## src/rtl/key_debounce.sv

```systemverilog
// Push-button conditioner: 2-flop synchronizer, debounce FSM, and press/long-press pulse generation.
// SEL pulses once per accepted press; LONG_PRESS pulses once per press after a long hold.
module key_debounce #(
  parameter int DEBOUNCE_CNT = 2000000,
  parameter int LONG_CNT     = 200000000
) (
  input  logic SYSCLK,
  input  logic RST_N,
  input  logic KEY_IN,
  output logic SEL,
  output logic KEY_LEVEL,
  output logic LONG_PRESS
);

  // state        | meaning
  // IDLE         | debounced level low, waiting for key_s to rise
  // PRESS_WAIT   | key_s high, counting stable cycles before accepting the press
  // PRESSED      | debounced level high, hold counter running toward long press
  // RELEASE_WAIT | key_s low, counting stable cycles before accepting the release
  typedef enum logic [1:0] {
    IDLE         = 2'd0,
    PRESS_WAIT   = 2'd1,
    PRESSED      = 2'd2,
    RELEASE_WAIT = 2'd3
  } state_t;

  localparam logic [27:0] DB_LAST   = 28'(DEBOUNCE_CNT - 1);
  localparam logic [27:0] LONG_LAST = 28'(LONG_CNT - 1);

  logic [1:0]  sync_q, sync_d;
  state_t      state_q, state_d;
  logic [27:0] dcnt_q, dcnt_d;
  logic [27:0] hold_q, hold_d;
  logic        fired_q, fired_d;
  logic        sel_q, sel_d;
  logic        level_q, level_d;
  logic        long_q, long_d;
  logic        key_s;

  assign key_s  = sync_q[1];
  assign sync_d = {sync_q[0], KEY_IN};

  always_comb begin
    state_d = state_q;
    dcnt_d  = dcnt_q;
    hold_d  = hold_q;
    fired_d = fired_q;
    level_d = level_q;
    sel_d   = 1'b0;
    long_d  = 1'b0;
    case (state_q)
      IDLE: begin
        if (key_s) begin
          state_d = PRESS_WAIT;
          dcnt_d  = '0;
        end
      end
      PRESS_WAIT: begin
        if (!key_s) begin
          state_d = IDLE;
        end else if (dcnt_q == DB_LAST) begin
          state_d = PRESSED;
          sel_d   = 1'b1;
          level_d = 1'b1;
          hold_d  = '0;
          fired_d = 1'b0;
        end else begin
          dcnt_d = dcnt_q + 28'd1;
        end
      end
      PRESSED: begin
        // fired flag guarantees a single long-press pulse per press, even across release glitches
        if ((hold_q == LONG_LAST) && !fired_q) begin
          long_d  = 1'b1;
          fired_d = 1'b1;
        end
        if (!key_s) begin
          state_d = RELEASE_WAIT;
          dcnt_d  = '0;
        end else if (hold_q != LONG_LAST) begin
          hold_d = hold_q + 28'd1;
        end
      end
      RELEASE_WAIT: begin
        if (key_s) begin
          state_d = PRESSED;
        end else if (dcnt_q == DB_LAST) begin
          state_d = IDLE;
          level_d = 1'b0;
        end else begin
          dcnt_d = dcnt_q + 28'd1;
        end
      end
      default: begin
        state_d = IDLE;
      end
    endcase
  end

  always_ff @(posedge SYSCLK or negedge RST_N) begin
    if (!RST_N) begin
      sync_q  <= '0;
      state_q <= IDLE;
      dcnt_q  <= '0;
      hold_q  <= '0;
      fired_q <= 1'b0;
      sel_q   <= 1'b0;
      level_q <= 1'b0;
      long_q  <= 1'b0;
    end else begin
      sync_q  <= sync_d;
      state_q <= state_d;
      dcnt_q  <= dcnt_d;
      hold_q  <= hold_d;
      fired_q <= fired_d;
      sel_q   <= sel_d;
      level_q <= level_d;
      long_q  <= long_d;
    end
  end

  assign SEL        = sel_q;
  assign KEY_LEVEL  = level_q;
  assign LONG_PRESS = long_q;

endmodule

```

## config.mk

```make
export PLATFORM = sky130hd
export DESIGN_NAME = key_debounce
export DESIGN_NICKNAME = d
export VERILOG_FILES = /design/src/rtl/key_debounce.sv
export SDC_FILE = /design/constraint.sdc
export NUM_CORES = 1
export LEC_CHECK = 0
export CELL_PAD_IN_SITES_DETAIL_PLACEMENT = 1
export CELL_PAD_IN_SITES_GLOBAL_PLACEMENT = 2
export CORE_ASPECT_RATIO = 0.8
export CORE_MARGIN = 5
export CORE_UTILIZATION = 40
export CTS_CLUSTER_SIZE = 24
export DETAILED_ROUTE_END_ITERATION = 8
export GPL_TIMING_DRIVEN = 0
export MAX_ROUTING_LAYER = met4
export PLACE_DENSITY_LB_ADDON = 0.1
export SETUP_SLACK_MARGIN = 0.02
export SLEW_MARGIN = 20
export SYNTH_ARGS = -nofsm -noshare
export SYNTH_HDL_FRONTEND = slang
export SYNTH_SLANG_ARGS = --single-unit
```

## constraint.sdc

```tcl
create_clock -name SYSCLK -period 3.21 [get_ports SYSCLK]
set_clock_uncertainty 0.2 [all_clocks]
set_input_delay 0.4815 -clock SYSCLK [delete_from_list [all_inputs] [get_ports SYSCLK]]
set_output_delay 0.4815 -clock SYSCLK [all_outputs]
set_load 0.01 [all_outputs]
```

# --- Yosys cells after proc, flatten, opt, wreduce, memory -nomap -nowiden ---
# Index checks and enable logic that the tools add are counted.
op_classes:
  n_addsub: 2
  multipliers: 0
  n_div: 0
  n_lt_le_gt_ge: 0
  eq_ne: 17
  shifts: 0
  muxes: 31
  bitwise_logic: 0
  n_reduce_logical: 10
ops:
  columns: ["cell", "n"]
  rows:
  - ["$mux W28", 9]
  - ["$pmux W28 S4", 1]
  - ["$add A28 B1 Y28 const B", 2]
  - ["$pmux W28 S2", 1]
  - ["$eq A28 B21 Y1 const B", 1]
  - ["$eq A28 B28 Y1 const B", 1]
  - ["$ne A28 B28 Y1 const B", 1]
  - ["$ne A2 B2 Y1 const B", 9]
  - ["$mux W2", 6]
  - ["$reduce_and A4 Y1", 3]
  - ["$mux W1", 11]
  - ["$reduce_and A5 Y1", 2]
  - ["$pmux W2 S4", 1]
  - ["$ne A3 B3 Y1 const B", 2]
  - ["$eq A2 B2 Y1 const B", 2]
  - ["$pmux W1 S2", 2]
  - ["$reduce_bool A2 Y1", 2]
  - ["$eq A2 B1 Y1 const B", 1]
  - ["$logic_not A2 Y1", 1]
  - ["$logic_and A1 B1 Y1", 1]
  - ["$logic_not A1 Y1", 1]
word_totals:
  reg_bits: 64
  latch_bits: 0
  mem_bits_rw: 0
  rom_bits: 0
  in_bits: 3
  output_inout_bits: 3
  elab_cells: 68
  mem_count: 0

# --- Logic depth before layout (Yosys ltp) ---
# Gate-level depths: netlist (run 1).
depth:
  word_depth: 4
  depth_mapped: 8
  ltp_nobuf: 6

# --- Worst setup path before layout (run 1) ---
# Ideal clock, no wire load.
synth_timing:
  path_kind: "reg-to-reg"
  startpoint: "register dcnt_q[0]"
  endpoint: "register hold_q[20]"
  setup_ps: 124
  t_arrival_ps: 1914
  t_required_ps: 2886
  setup_slack_ps: 972
  stages_incl_launch_ff: 8
  n_path_buf: 1
  period_less_slack_ps: 2238
  cell_sequence: "dfrtp_1 -> ha_1 -> nand3_2 -> nand4bb_1 -> or4_1 -> and2_1 -> buf_6 -> a211o_1"
synth_between:
  elab_chain_cells: 3
synth_lines:
  columns: ["item", "line_no", "source"]
  rows:
  - ["from (decl)", "32", "logic [27:0] dcnt_q, dcnt_d;"]
  - ["from (signal assigned)", "113", "dcnt_q <= dcnt_d;"]
  - ["$eq A28 B21 Y1", "61", "end else if (dcnt_q == DB_LAST) begin"]
  - ["$ne A2 B2 Y1 (no line)", null, null]
  - ["$reduce_and A5 Y1 (no line)", null, null]
  - ["to (signal assigned)", "114", "hold_q <= hold_d;"]
  - ["to (decl)", "33", "logic [27:0] hold_q, hold_d;"]
# Every way passes these cells.
# A chain may end at the register's enable or synchronous reset.

# --- Worst setup path in the final report (run 1) ---
layout_timing:
  startpoint: "register dcnt_q[24]"
  endpoint: "register hold_q[18]"
# Same word-level chain as after synthesis.

==> results of run 1 <==
cells by family after synthesis:
kind of cell,after synthesis,share of synthesized area [%]
and+or+nand+nor,187,29.6
AOI/OAI and AO/OA,96,17.6
DFF,64,44.5
buffers and inverters,27,3.65
xor gates and xnor gates,10,2.96
muxes,3,0.939
adders and majority gates,2,0.696
layout make-up:
| type | instances | area, um2 | share of cell area [%] |
|---|---|---|---|
| well taps | 115 | 144 | 3.53 |
| repair buffers | 7 | 77.6 | 1.90 |
| plain buffers | 17 | 93.8 | 2.30 |
| clock buffers | 12 | 256 | 6.29 |
| clock inverters | 1 | 5.00 | 0.123 |
| flip-flops and latches | 64 | 1600 | 39.3 |
| multi-input cells | 298 | 1860 | 45.7 |
| inverters | 10 | 37.5 | 0.920 |
power by group through the flow:
stage | clock [mW] | combinational, mW | sequential (mW)
floorplan | 0 | 0.0339 | 0.845
global placement | 0 | 0.0642 | 0.847
detailed placement | 0 | 0.0691 | 0.848
CTS | 0.921 | 0.0697 | 0.834
global route | 0.962 | 0.0775 | 0.836
finish | 0.893 | 0.0669 | 0.835
how the worst min path moves through the flow:
| stage | slack [ps] | depth (start not counted) | to | start |
|---|---|---|---|---|
| 4_1_cts | 150 | 0 | sync_q[1] | sync_q[0] |
| 3_3_place_gp | 130 | 0 | sync_q[1] | sync_q[0] |
| 2_1_floorplan | -10 | 0 | KEY_LEVEL | RST_N |
| 3_5_place_dp | 140 | 0 | sync_q[1] | sync_q[0] |
| 5_1_grt | 150 | 0 | sync_q[1] | sync_q[0] |
| 6_report | 140 | 0 | sync_q[1] | sync_q[0] |
cell usage after synthesis, types with 5 or more instances:
master	count
o21ai_0	19
nor3_1	10
nand2_1	37
nand4_1	14
xor2_1	6
inv_1	10
or3_1	5
clkbuf_1	6
nand3_1	34
a22o_1	8
nand2b_1	5
nor2_1	24
a31oi_1	14
or4_1	9
buf_2	6
and3_1	14
nor4_1	5
a21oi_1	20
dfrtp_1	64
flip-flops by register name (all words and copies together), names as in the netlist, named ones only:
register and flops:
KEY_LEVEL 1, LONG_PRESS 1, SEL 1, dcnt_q 28, fired_q 1, hold_q 28, state_q 1, sync_q 2
through the flow:
| stage | hold WS (ps) | total power [mW] | worst slack [ps] |
|---|---|---|---|
| 6_report | 144 | 1.79 | 413 |
| 5_1_grt | 152 | 1.88 | 242 |
| 2_1_floorplan | -14.1 | 0.879 | 972 |
| 3_5_place_dp | 136 | 0.917 | 437 |
| 3_3_place_gp | 132 | 0.912 | -910 |
| 4_1_cts | 147 | 1.82 | 426 |
repair_timing:
action,in CTS,in global routing
endpoints found under the setup margin,0,0
hold endpoints to repair,31,0
setup buffers,0,0
hold buffers,1,0
layer usage:
metal | global-route usage [%] | part of all wire [%]
met5 | - | 0
met4 | 6.18 | 1.1
met3 | 4.87 | 4.0
met2 | 28.6 | 42
met1 | 31.1 | 53
==> run metrics, run 1 <==
outcome=completed; gr ovfl total=0; post-route cell area=0.00408 mm2; RR Startpoint=dcnt_q[24]; Detailed Place HPWL=7090 um; antenna violations before repair=0; asr flop ratio synth=100%; critical-path cell list=nor4_1 > nand4_1 > or4_1 > buf_2 > nand2_2 > buf_4 > a31oi_1; Tot GR Track Use=21.1%; PortBufs=5; post-synth cell types=56; crit path to=hold_q[18]; layout cells sized above 1=11.0%; final setup violation count=0; WL final=10,200 um; worst-skew pair later-pin latency=330 ps; Comb pwr share=3.7%; commonest non-fill, non-tap cell in the layout=dfrtp_1; RSZ-0062 raised after global routing=no; Worst-Margin Slew=705 ps; Synth area leaders=dfrtp_1, nand3_1, nand2_1, a21oi_1, o21ai_0; antenna-violating nets left=0; drt wl/cell=19.5 um; P_sw=0.403 mW; Final Hold Vio Count=0; fin nets=412; area of the die=0.0110 mm2; P_int=1.39 mW; Area Overhead vs Synth=13.4%; WP buf/inv=2; Hold Path Class=reg -> reg; Synth top area share=44.5%; maximum capacitance violations=0; WP depth=7; Ant. Diodes=0; number of CTS-inserted buffers=9; R2R Path End=hold_q[18]; die height=94.8 um; largest net degree at the start of global routing=34; Clock power frac=49.8%; DR iter-0 viols=192; Leakage Power=1.67 nW; R2R cell count=7; most frequent cells in the layout=dfrtp_1, nand2_1, nand3_1; critical path peak fanout=10; crit-path leading delay family=simple AND/OR/NAND/NOR gates; sequential fraction of the synthesis area=44.5%; synthesized flop and latch total=64; Starting Density=40.3%; Vias=3,147; die extent in x=116 um; CTS H-tree lvls=3; GPL Wtd Cong=0.824; Switching Share=22.5%; core area=0.00892 mm2; Synth Net Count=394; CTS sink count=64; vias in the first global route=3,183; CP Class=reg -> reg; final period demand of the worst path=2800 ps; Register-to-Register Setup Slack=410 ps; post-cts resize count=0; Power Density=440 mW/mm2; cell area after synthesis=0.00360 mm2; Pre-antenna DRT Iters=6; placed instance count=510; CTS Root Buffer Type=clkbuf_16; Peak VDD IR=308 uV; Max Buffers Root-to-Sink=2; critical path startpoint=dcnt_q[24]; Post-synth EDFFs=0; Post-Place Cell Area=0.00381 mm2; f_max=358 MHz; TritonCTS clock tree=done; crit path launch type=flip-flop; Flop pwr share=46.5%; post-layout util=45.7%; Synth Flop Type=dfrtp_1; worst relative slew slack=52.8%; Slew Viols, Final=0; Max stage delay on crit path=540 ps; setup TNS=0 ps; Final Cycle Share=87.1%; critical path arrival=2790 ps; Cells after Synth=389; Critical Path RT=3200 ps; Remaining DRCs=0; first-pass GRT wire length=17,300 um; Fillers=1,047; number of placement rows=31; Avg Cell Area, Syn=9.24 um2; slowest library cell on the worst path=or4_1; final std cells w/o fill=524; via/cell ratio=6.01; leading area contributor after synthesis=dfrtp_1; Ys Warns=0; clk slew on worst S/H paths=50 ps; num ports=6; CP Capture Type=flip-flop
(Power assumes the default switching activity.)
==> inputs of run 2 (changes only) <==
--- a/config.mk
+++ b/config.mk
@@ -20,3 +20,4 @@
 export SYNTH_ARGS = -nofsm -noshare
 export SYNTH_HDL_FRONTEND = slang
 export SYNTH_SLANG_ARGS = --single-unit
+export TNS_END_PERCENT = 30
==> results of run 2 <==
Final layout, timing and power as in run 1 (identical DEF).
